==> src/rtl/lsu_pkg.sv <==
// Shared LSU definitions: funct3 encodings, sequencer states, span/legality helpers.
// Pure declarations; no latency or backpressure of its own.
package lsu_pkg;

    localparam logic [2:0] F3_B  = 3'b000;
    localparam logic [2:0] F3_H  = 3'b001;
    localparam logic [2:0] F3_W  = 3'b010;
    localparam logic [2:0] F3_BU = 3'b100;
    localparam logic [2:0] F3_HU = 3'b101;

    typedef enum logic [2:0] {
        ST_IDLE,
        ST_REQ0,
        ST_WAIT0,
        ST_REQ1,
        ST_WAIT1,
        ST_DONE
    } lsu_state_t;

    // Only the low two funct3 bits carry the access size; bit 2 is the unsigned flag.
    function automatic logic span_detect(input logic [1:0] size, input logic [1:0] off);
        case (size)
            2'b01:   return (off == 2'b11);
            2'b10:   return (off != 2'b00);
            default: return 1'b0;
        endcase
    endfunction

    function automatic logic f3_legal(input logic we, input logic [2:0] f3);
        if (we)
            return (f3 == F3_B) || (f3 == F3_H) || (f3 == F3_W);
        return (f3 == F3_B) || (f3 == F3_H) || (f3 == F3_W) ||
               (f3 == F3_BU) || (f3 == F3_HU);
    endfunction

    function automatic logic [3:0] base_mask(input logic [1:0] size);
        case (size)
            2'b00:   return 4'b0001;
            2'b01:   return 4'b0011;
            default: return 4'b1111;
        endcase
    endfunction

endpackage

==> src/rtl/lsu_mem_seq_if.sv <==
// Request, memory and response signals of the LSU memory sequencer.
// slave = sequencer side, master = requester/memory side.
interface lsu_mem_seq_if #(
    parameter int ADDR_W = 32
);
    logic              i_req_valid;
    logic              o_req_ready;
    logic              i_req_we;
    logic [2:0]        i_req_funct3;
    logic [ADDR_W-1:0] i_req_addr;
    logic [31:0]       i_req_wdata;

    logic              o_mem_valid;
    logic              i_mem_ready;
    logic [ADDR_W-1:0] o_mem_addr;
    logic              o_mem_we;
    logic [3:0]        o_mem_be;
    logic [31:0]       o_mem_wdata;
    logic              i_mem_rvalid;
    logic [31:0]       i_mem_rdata;

    logic              o_rsp_valid;
    logic [31:0]       o_data1;
    logic [31:0]       o_data2;
    logic [2:0]        o_funct3;
    logic [1:0]        o_lsu_addr;
    logic              o_err;

    modport slave (
        input  i_req_valid, i_req_we, i_req_funct3, i_req_addr, i_req_wdata,
        input  i_mem_ready, i_mem_rvalid, i_mem_rdata,
        output o_req_ready,
        output o_mem_valid, o_mem_addr, o_mem_we, o_mem_be, o_mem_wdata,
        output o_rsp_valid, o_data1, o_data2, o_funct3, o_lsu_addr, o_err
    );

    modport master (
        output i_req_valid, i_req_we, i_req_funct3, i_req_addr, i_req_wdata,
        output i_mem_ready, i_mem_rvalid, i_mem_rdata,
        input  o_req_ready,
        input  o_mem_valid, o_mem_addr, o_mem_we, o_mem_be, o_mem_wdata,
        input  o_rsp_valid, o_data1, o_data2, o_funct3, o_lsu_addr, o_err
    );
endinterface

==> src/rtl/lsu_store_align.sv <==
// Store lane alignment: byte enables and data for the first and overflow word.
// Combinational, zero latency; no backpressure.
module lsu_store_align
    import lsu_pkg::*;
(
    input  logic [1:0]  size,
    input  logic [1:0]  off,
    input  logic [31:0] wdata,
    output logic [3:0]  be0,
    output logic [3:0]  be1,
    output logic [31:0] wdata0,
    output logic [31:0] wdata1
);
    logic [63:0] data_sh;
    logic [7:0]  be_sh;

    // Shift across a double-word so the bytes pushed past lane 3 land in word1.
    always_comb begin
        data_sh = {32'b0, wdata} << {off, 3'b000};
        be_sh   = {4'b0, base_mask(size)} << off;
    end

    assign wdata0 = data_sh[31:0];
    assign wdata1 = data_sh[63:32];
    assign be0    = be_sh[3:0];
    assign be1    = be_sh[7:4];

endmodule

==> src/rtl/lsu_mem_seq.sv <==
// Splits a byte-addressed load/store into one or two word accesses and returns raw words.
// Latency: mem request 1 cycle after accept, rsp 1 cycle after last beat; ready only in IDLE, rsp has no backpressure.
module lsu_mem_seq
    import lsu_pkg::*;
#(
    parameter int ADDR_W = 32
) (
    input  logic          i_clk,
    input  logic          i_rst,
    lsu_mem_seq_if.slave  bus
);
    localparam logic [ADDR_W-1:0] WORD_STEP = ADDR_W'(4);

    lsu_state_t        state;
    logic              we_q;
    logic              span_q;
    logic [ADDR_W-1:0] addr1_q;
    logic [3:0]        be1_q;
    logic [31:0]       wd1_q;

    logic [ADDR_W-1:0] word0;
    logic [3:0]        al_be0, al_be1;
    logic [31:0]       al_wd0, al_wd1;

    assign word0 = {bus.i_req_addr[ADDR_W-1:2], 2'b00};

    lsu_store_align u_align (
        .size   (bus.i_req_funct3[1:0]),
        .off    (bus.i_req_addr[1:0]),
        .wdata  (bus.i_req_wdata),
        .be0    (al_be0),
        .be1    (al_be1),
        .wdata0 (al_wd0),
        .wdata1 (al_wd1)
    );

    always_ff @(posedge i_clk) begin
        if (i_rst) begin
            state           <= ST_IDLE;
            we_q            <= 1'b0;
            span_q          <= 1'b0;
            addr1_q         <= '0;
            be1_q           <= '0;
            wd1_q           <= '0;
            bus.o_req_ready <= 1'b1;
            bus.o_mem_valid <= 1'b0;
            bus.o_mem_addr  <= '0;
            bus.o_mem_we    <= 1'b0;
            bus.o_mem_be    <= '0;
            bus.o_mem_wdata <= '0;
            bus.o_rsp_valid <= 1'b0;
            bus.o_data1     <= '0;
            bus.o_data2     <= '0;
            bus.o_funct3    <= '0;
            bus.o_lsu_addr  <= '0;
            bus.o_err       <= 1'b0;
        end else begin
            case (state)
                ST_IDLE: begin
                    if (bus.i_req_valid) begin
                        bus.o_req_ready <= 1'b0;
                        bus.o_funct3    <= bus.i_req_funct3;
                        bus.o_lsu_addr  <= bus.i_req_addr[1:0];
                        bus.o_data1     <= '0;
                        bus.o_data2     <= '0;
                        we_q            <= bus.i_req_we;
                        span_q          <= span_detect(bus.i_req_funct3[1:0], bus.i_req_addr[1:0]);
                        addr1_q         <= word0 + WORD_STEP;
                        be1_q           <= bus.i_req_we ? al_be1 : 4'hF;
                        wd1_q           <= bus.i_req_we ? al_wd1 : 32'h0;
                        if (!f3_legal(bus.i_req_we, bus.i_req_funct3)) begin
                            bus.o_err       <= 1'b1;
                            bus.o_rsp_valid <= 1'b1;
                            state           <= ST_DONE;
                        end else begin
                            bus.o_err       <= 1'b0;
                            bus.o_mem_valid <= 1'b1;
                            bus.o_mem_addr  <= word0;
                            bus.o_mem_we    <= bus.i_req_we;
                            bus.o_mem_be    <= bus.i_req_we ? al_be0 : 4'hF;
                            bus.o_mem_wdata <= bus.i_req_we ? al_wd0 : 32'h0;
                            state           <= ST_REQ0;
                        end
                    end
                end
                ST_REQ0: begin
                    if (bus.i_mem_ready) begin
                        if (!we_q) begin
                            bus.o_mem_valid <= 1'b0;
                            state           <= ST_WAIT0;
                        end else if (span_q) begin
                            bus.o_mem_addr  <= addr1_q;
                            bus.o_mem_be    <= be1_q;
                            bus.o_mem_wdata <= wd1_q;
                            state           <= ST_REQ1;
                        end else begin
                            bus.o_mem_valid <= 1'b0;
                            bus.o_rsp_valid <= 1'b1;
                            state           <= ST_DONE;
                        end
                    end
                end
                ST_WAIT0: begin
                    if (bus.i_mem_rvalid) begin
                        bus.o_data1 <= bus.i_mem_rdata;
                        if (span_q) begin
                            bus.o_mem_valid <= 1'b1;
                            bus.o_mem_addr  <= addr1_q;
                            bus.o_mem_be    <= be1_q;
                            bus.o_mem_wdata <= wd1_q;
                            state           <= ST_REQ1;
                        end else begin
                            bus.o_rsp_valid <= 1'b1;
                            state           <= ST_DONE;
                        end
                    end
                end
                ST_REQ1: begin
                    if (bus.i_mem_ready) begin
                        bus.o_mem_valid <= 1'b0;
                        if (we_q) begin
                            bus.o_rsp_valid <= 1'b1;
                            state           <= ST_DONE;
                        end else begin
                            state <= ST_WAIT1;
                        end
                    end
                end
                ST_WAIT1: begin
                    if (bus.i_mem_rvalid) begin
                        bus.o_data2     <= bus.i_mem_rdata;
                        bus.o_rsp_valid <= 1'b1;
                        state           <= ST_DONE;
                    end
                end
                ST_DONE: begin
                    bus.o_rsp_valid <= 1'b0;
                    bus.o_req_ready <= 1'b1;
                    state           <= ST_IDLE;
                end
                default: begin
                    bus.o_mem_valid <= 1'b0;
                    bus.o_rsp_valid <= 1'b0;
                    bus.o_req_ready <= 1'b1;
                    state           <= ST_IDLE;
                end
            endcase
        end
    end

endmodule

==> src/flat_wrapper.sv <==
// flat-port wrapper written by rule: the top's interface ports become plain ports
module lsu_mem_seq_flat import lsu_pkg::*;
#(
    parameter int ADDR_W = 32
)
  (i_clk, i_rst, bus_i_req_valid, bus_i_req_we, bus_i_req_funct3, bus_i_req_addr, bus_i_req_wdata, bus_i_mem_ready, bus_i_mem_rvalid, bus_i_mem_rdata, bus_o_req_ready, bus_o_mem_valid, bus_o_mem_addr, bus_o_mem_we, bus_o_mem_be, bus_o_mem_wdata, bus_o_rsp_valid, bus_o_data1, bus_o_data2, bus_o_funct3, bus_o_lsu_addr, bus_o_err);
  lsu_mem_seq_if #(.ADDR_W(ADDR_W)) bus_i ();
  input  logic i_clk;
  input  logic i_rst;
  input wire logic [$bits(bus_i.i_req_valid)-1:0] bus_i_req_valid;
  input wire logic [$bits(bus_i.i_req_we)-1:0] bus_i_req_we;
  input wire logic [$bits(bus_i.i_req_funct3)-1:0] bus_i_req_funct3;
  input wire logic [$bits(bus_i.i_req_addr)-1:0] bus_i_req_addr;
  input wire logic [$bits(bus_i.i_req_wdata)-1:0] bus_i_req_wdata;
  input wire logic [$bits(bus_i.i_mem_ready)-1:0] bus_i_mem_ready;
  input wire logic [$bits(bus_i.i_mem_rvalid)-1:0] bus_i_mem_rvalid;
  input wire logic [$bits(bus_i.i_mem_rdata)-1:0] bus_i_mem_rdata;
  output wire logic [$bits(bus_i.o_req_ready)-1:0] bus_o_req_ready;
  output wire logic [$bits(bus_i.o_mem_valid)-1:0] bus_o_mem_valid;
  output wire logic [$bits(bus_i.o_mem_addr)-1:0] bus_o_mem_addr;
  output wire logic [$bits(bus_i.o_mem_we)-1:0] bus_o_mem_we;
  output wire logic [$bits(bus_i.o_mem_be)-1:0] bus_o_mem_be;
  output wire logic [$bits(bus_i.o_mem_wdata)-1:0] bus_o_mem_wdata;
  output wire logic [$bits(bus_i.o_rsp_valid)-1:0] bus_o_rsp_valid;
  output wire logic [$bits(bus_i.o_data1)-1:0] bus_o_data1;
  output wire logic [$bits(bus_i.o_data2)-1:0] bus_o_data2;
  output wire logic [$bits(bus_i.o_funct3)-1:0] bus_o_funct3;
  output wire logic [$bits(bus_i.o_lsu_addr)-1:0] bus_o_lsu_addr;
  output wire logic [$bits(bus_i.o_err)-1:0] bus_o_err;
  assign bus_i.i_req_valid = bus_i_req_valid;
  assign bus_i.i_req_we = bus_i_req_we;
  assign bus_i.i_req_funct3 = bus_i_req_funct3;
  assign bus_i.i_req_addr = bus_i_req_addr;
  assign bus_i.i_req_wdata = bus_i_req_wdata;
  assign bus_i.i_mem_ready = bus_i_mem_ready;
  assign bus_i.i_mem_rvalid = bus_i_mem_rvalid;
  assign bus_i.i_mem_rdata = bus_i_mem_rdata;
  assign bus_o_req_ready = bus_i.o_req_ready;
  assign bus_o_mem_valid = bus_i.o_mem_valid;
  assign bus_o_mem_addr = bus_i.o_mem_addr;
  assign bus_o_mem_we = bus_i.o_mem_we;
  assign bus_o_mem_be = bus_i.o_mem_be;
  assign bus_o_mem_wdata = bus_i.o_mem_wdata;
  assign bus_o_rsp_valid = bus_i.o_rsp_valid;
  assign bus_o_data1 = bus_i.o_data1;
  assign bus_o_data2 = bus_i.o_data2;
  assign bus_o_funct3 = bus_i.o_funct3;
  assign bus_o_lsu_addr = bus_i.o_lsu_addr;
  assign bus_o_err = bus_i.o_err;
  lsu_mem_seq #(.ADDR_W(ADDR_W)) u_core (.i_clk(i_clk), .i_rst(i_rst), .bus(bus_i));
endmodule
==> config.mk <==
export PLATFORM = sky130hd
export DESIGN_NAME = lsu_mem_seq_flat
export DESIGN_NICKNAME = d
export VERILOG_FILES = /design/src/rtl/lsu_pkg.sv /design/src/rtl/lsu_mem_seq_if.sv /design/src/rtl/lsu_store_align.sv /design/src/rtl/lsu_mem_seq.sv /design/src/flat_wrapper.sv
export SDC_FILE = /design/constraint.sdc
export NUM_CORES = 1
export LEC_CHECK = 0
export CELL_PAD_IN_SITES_DETAIL_PLACEMENT = 1
export CELL_PAD_IN_SITES_GLOBAL_PLACEMENT = 1
export CORE_MARGIN = 5
export CORE_UTILIZATION = 37
export CTS_CLUSTER_SIZE = 24
export DETAILED_ROUTE_END_ITERATION = 10
export GPL_TIMING_DRIVEN = 0
export PLACE_DENSITY = 0.79
export SLEW_MARGIN = 5
export SYNTH_ARGS = -nofsm -noshare
export SYNTH_HDL_FRONTEND = slang
export SYNTH_SLANG_ARGS = --single-unit
export TNS_END_PERCENT = 1
==> constraint.sdc <==
create_clock -name i_clk -period 2.9 [get_ports i_clk]
set_clock_uncertainty 0.1 [all_clocks]
set_input_delay 0.87 -clock i_clk [delete_from_list [all_inputs] [get_ports i_clk]]
set_output_delay 0.87 -clock i_clk [all_outputs]
set_load 0.03 [all_outputs]
# After elaboration in Yosys (flattened, before gate mapping)
# Cells that the tools add are included.
totals:
  out_inout_bits: 142
  ramBits: 0
  rom_bits: 0
  register_bits: 215
  latch_bits: 0
  n_memories: 0
classes:
  n_mux: 72
  n_eq_ne: 23
  n_reduce_logical: 22
  shifts: 2
  n_lt_le_gt_ge: 0
  bitwise_logic: 2
  mul: 0
  n_div: 0
  addsub: 1
op_table:
  columns: ["op", "n"]
  rows:
  - ["$mux W32", 16]
  - ["$pmux W32 S3", 2]
  - ["$pmux W32 S2", 2]
  - ["$shl A32 B5 Y64", 1]
  - ["$add A32 B3 Y32 const B", 1]
  - ["$mux W4", 8]
  - ["$mux W1", 29]
  - ["$mux W3", 8]
  - ["$reduce_and A8 Y1", 2]
  - ["$pmux W3 S5", 1]
  - ["$eq A3 B3 Y1 const B", 4]
  - ["$ne A2 B2 Y1 const B", 6]
  - ["$pmux W4 S3", 1]
  - ["$pmux W1 S5", 2]
  - ["$eq A3 B2 Y1 const B", 3]
  - ["$reduce_and A3 Y1", 3]
  - ["$ne A2 B1 Y1 const B", 4]
  - ["$pmux W4 S2", 1]
  - ["$shl A4 B2 Y8", 1]
  - ["$eq A3 B1 Y1 const B", 2]
  - ["$logic_not A3 Y1", 2]
  - ["$reduce_and A6 Y1", 1]
  - ["$reduce_bool A2 Y1", 3]
  - ["$reduce_and A5 Y1", 1]
  - ["other kinds (11)", 18]

# Depth between registers and ports, before layout
logic_depth:
  ltp_word: 12
  ltp_mapped: 8
  depth_no_buf: 6

# Modules after synthesis
# Synthesis repeated with hierarchy kept, for this count alone.
unflattened:
  cells_unflattened: 1264
  hier_area_um2: 9977.1
modules_own_cells:
  columns: ["module", "area_per_inst_um2", "cells_per_inst", "n_inst", "seq_area_each_um2"]
  rows:
  - ["lsu_mem_seq", 9003.6, 1139, 1, 4224.1]
  - ["lsu_store_align", 973.4, 125, 1, 0.0]

# Least setup slack after synthesis
# Ideal clock, no wire load.
synth_timing:
  kind: "input port to flip-flop"
  startpoint: "in bus_i_req_funct3[1]"
  endpoint: "reg u_core.bus.o_mem_addr[10]"
  setup_ns: 0.116
  path_slack_ns: 0.365
  arrival_ns: 2.319
  cell_stages: 8
  required_time_ns: 2.684
  cell_sequence: "inv_1 > ha_1 > nor2_1 > o221ai_2 > o21a_1 > buf_4 > buf_4 > o211a_1"
synth_via:
  elab_chain_cells: 11
  word_cells_on_any_way: 16
  classes_between: "eq/ne (5); mux (5); reduce/logical (6)"
synth_rtl:
  columns: ["item", "line_no", "source"]
  rows:
  - ["start: declaration", "flat_wrapper.sv:12", "input wire logic [$bits(bus_i.i_req_funct3)-1:0] bus_i_req_funct3;"]
  - ["$eq A3 B1 Y1 or $logic_not A3 Y1 (tied branches)", "lsu_pkg.sv:31, lsu_pkg.sv:32", null]
  - ["$logic_or A1 B1 Y1 (2 in series)", "lsu_pkg.sv:31, lsu_pkg.sv:32", null]
  - ["$logic_or A1 B1 Y1", "lsu_pkg.sv:32", "return (f3 == F3_B) || (f3 == F3_H) || (f3 == F3_W) ||"]
  - ["$logic_or A1 B1 Y1", "lsu_pkg.sv:33", "(f3 == F3_BU) || (f3 == F3_HU);"]
  - ["$mux W1 *", "lsu_pkg.sv:32", null]
  - ["$mux W1 *", "lsu_mem_seq.sv:60", "if (bus.i_req_valid) begin"]
  - ["$mux W1 *", "lsu_mem_seq.sv:58", "case (state)"]
  - ["$mux W1 *", "lsu_mem_seq.sv:38", "if (i_rst) begin"]
  - ["$ne A2 B1 Y1 (no source line) *", null, null]
  - ["$reduce_and A6 Y1 (no source line) *", null, null]
  - ["end signal: assignment", "lsu_mem_seq.sv:78", "bus.o_mem_addr <= word0;"]
  - ["end signal: assignment", "lsu_mem_seq.sv:92", "bus.o_mem_addr <= addr1_q;"]
  - ["end signal: assignment", "lsu_mem_seq.sv:108", "bus.o_mem_addr <= addr1_q;"]
  - ["end: declaration", "lsu_mem_seq_if.sv:33", "output o_mem_valid, o_mem_addr, o_mem_we, o_mem_be, o_mem_wdata,"]
# Mark *: on every way between the ends. The rest lies on a longest branch, timed or not. The select of a mux whose other input is x is not followed.
# A chain may end at the register's enable or synchronous reset.

# Final worst setup path
layout_timing:
  startpoint: "in bus_i_req_funct3[1]"
  endpoint: "reg u_core.bus.o_mem_addr[20]"
# The elaborated chain is that of the path after synthesis.

==> reports/qor.csv <==
metric,value,unit
status,"finished, final reports clean",
pwr-share-seq,33.1,%
ctsRootBufferMaster,clkbuf_16,
worstPathMaxFanout,10,
yosys.area.top_type,dfxtp_1,
final_util,51.2,%
cts_buffers,25,
hold_viol,0,
ctsHtreeMaxLevel,1,
gp_congestion,0.885,
syn-cell-area,0.00991,sq mm
synth.distinct_cells,70,
max_freq,0.348,GHz
hold_ws,0.351,ns
clkLatencyLatePin,0.54,ns
areaGrowthSynthToFinish,37.6,%
layout.cells.most_common_list,"241 x clkdlybuf4s50_1, 203 x dfxtp_1, 85 x nand2_1",
drv_slew,0,
grt_pass1_wl,62.0,mm
tightest_slew,0.861,ns
rsz0062_at_grt,false,
globalRouteOverflowTotal,0,
start_util,37.2,%
cp_slowest_stage_delay,0.59,ns
portBuffers,241,
p_int,6.42,mW
cp_data_arrival_time,3.24,ns
finalPower,10.3,mW
boundaryPins,247,
crit_required,3.27,ns
drtPass1Iterations,5,
num-nets-final,1512,
yosysWarningCount,0,
synthArstFlopShare,0,%
power_frac_comb,35.6,%
netlist.area_leader.share,41.0,%
worstPathCellList,clkdlybuf4s50_1 -> inv_1 -> ha_1 -> nor3_2 -> o221ai_2 -> buf_4 -> buf_2 -> o2111ai_1 -> o211a_1,
final_cells,1763,
p_sw_share,37.5,%
leakage,5.11,nW
n_fill_cell,3121,
antenna_found_initial,2,
drcViolationCount,0,
ff2ff_path_depth,7,
clk_pin_slew,0.05,ns
hpwl,30.3,mm
grt_pass1_vias,11000,
finalSetupViolCount,0,
ir_drop,435,uV
worstSetupStartpointType,input port,
cts_tree,yes,
min_period,2.87,ns
hold_path_class,register to register,
wirelength,39.7,mm
pwr-share-clk,31.3,%
grt_max_degree,14,
layout.cells.most_common,clkdlybuf4s50_1,
finalInstanceArea,0.0136,sq mm
power_density,752,mW/mm^2
vias,10300,
syn_avg_cell_area,8.75,sq um
place_ws,-0.750,ns
netlist_top_cells_area,"dfxtp_1 41%, a22oi_1 4.2%, o21ai_0 4.0%",
crit_path_top_delay_cell,clkdlybuf4s50_1,
synth_ff_type,dfxtp_1,
rows,60,
cts_sinks,203,
via_per_inst,5.86,
worstSetupPathType,input port to register,
placed_area,0.0128,sq mm
syn_inst,1133,
grt_usage,25.1,%
die-area,0.0302,sq mm
end_kind,register,
ant_nets,0,
synth-edff-count,0,
drive_above_1_share,10.4,%
p_sw,3.84,mW
min_period_over_period,99.0,%
fp.dieW,174,microns
fin_ws,0.0296,ns
coreArea,0.0267,sq mm
die_y,174,microns
max-cap-violations,0,
multiInputGateArea,0.00520,sq mm
regArea,0.00406,sq mm
clockBufferDepth,3,
synth-seq-area-share,41.0,%
synth-seq-cells,203,
hold_depth,2,
drt_iter0_markers,634,
insertedDiodeCount,0,
dp_cells,1716,
wl_per_cell,22.5,microns
relSlewSlack,42.6,%
fin_tns_setup,0,ns
[cells in the mapped netlist (5+ instances only)]
cell type and number:
mux2i_1 29, a2111oi_0 8, o211a_1 38, a211oi_1 16
mux2_2 18, a2111oi_2 9, buf_2 37, buf_1 6
or3_1 13, nand3_1 59, o2bb2ai_1 16, dfxtp_1 203
and3_1 12, nor2_1 78, a22oi_1 56, buf_4 21
nand4_1 42, and4_1 6, a31oi_1 20, nand2_1 85
and2_1 5, o31ai_1 6, inv_1 8, o21ai_0 80
xor2_1 9, nor3_1 11, a21oi_1 62, nor2b_1 12
nand2b_1 6, o2111ai_1 38, clkbuf_1 59, o211ai_1 9
[logic make-up after synthesis]
group,count (synthesis),synth area share [%]
AO/OA/AOI/OAI,381,28.0
XOR/XNOR,14,1.39
adder cells (fa/ha/maj),4,0.505
buffers and inverters,138,6.74
flip-flops,203,41.0
multiplexers,47,4.97
other,1,0.0378
AND/OR/NAND/NOR,345,17.4
[state kept, by name (all words and copies together) (netlist names)]
register / cells
u_core.bus.o_data1: 32
u_core.bus.o_data2: 32
u_core.bus.o_mem_wdata: 32
u_core.addr1_q: 30
u_core.bus.o_mem_addr: 30
u_core.wd1_q: 24
u_core.be1_q: 4
u_core.bus.o_mem_be: 4
u_core.bus.o_funct3: 3
u_core.state: 3
u_core.bus.o_lsu_addr: 2
u_core.bus.o_err: 1
u_core.bus.o_mem_valid: 1
u_core.bus.o_mem_we: 1
u_core.bus.o_req_ready: 1
u_core.bus.o_rsp_valid: 1
u_core.span_q: 1
u_core.we_q: 1
[repair_timing]
| item | 4_1_cts | 5_1_grt |
|---|---|---|
| gates cloned | 0 | 0 |
| resized for setup | 2 | 3 |
| endpoints found under the setup margin | 54 | 52 |
| hold buffers | 0 | 0 |
| pin swaps | 1 | 1 |
| buffers inserted | 1 | 0 |
[worst paths after layout]
check	endpoint	startpoint	slack [ns]
min reg2reg	u_core.bus.o_data2[13]	u_core.bus.o_data2[13]	0.35
max	u_core.bus.o_mem_addr[20]	bus_i_req_funct3[1]	0.03
max reg2reg	u_core.bus.o_mem_addr[20]	u_core.state[2]	0.43
min	u_core.bus.o_data2[13]	u_core.bus.o_data2[13]	0.35
[per-layer routing]
metal / global-route usage (%) / share of wire (%) / vias up
met1: 30.3 / 42 / 5103
li1: - / - / 4798
met2: 43.2 / 47 / 337
met3: 7.81 / 7.9 / 82
met4: 7.39 / 2.9 / 4
met5: 0 / 0.063 / -
[worst max-delay path, delay by kind of cell]
family | cells | cell delay (ns)
AOI/OAI and AO/OA | 3 | 0.71
adders and majority gates | 1 | 0.28
buffers and inverters | 4 | 1.12
and+or+nand+nor | 1 | 0.25
[power groups by stage]
| stage | combinational, mW | sequential, mW | clock (mW) |
|---|---|---|---|
| detailed placement | 3.60 | 3.46 | 0 |
| global route | 3.91 | 3.44 | 3.37 |
| finish | 3.65 | 3.40 | 3.21 |
| floorplan | 1.75 | 3.86 | 0 |
| global placement | 3.53 | 3.44 | 0 |
| CTS | 3.64 | 3.40 | 3.25 |
[final cells by class]
class	instances	share of cell area [%]
Buffer	126	4.55
Clock buffer	40	5.51
Clock inverter	6	0.697
Inverter	12	0.349
Multi-Input combinational cell	793	38.1
Sequential cell	203	29.8
Tap cell	341	3.13
Timing Repair Buffer	242	17.8
No activity file was read; power rests on OpenSTA's default activity.
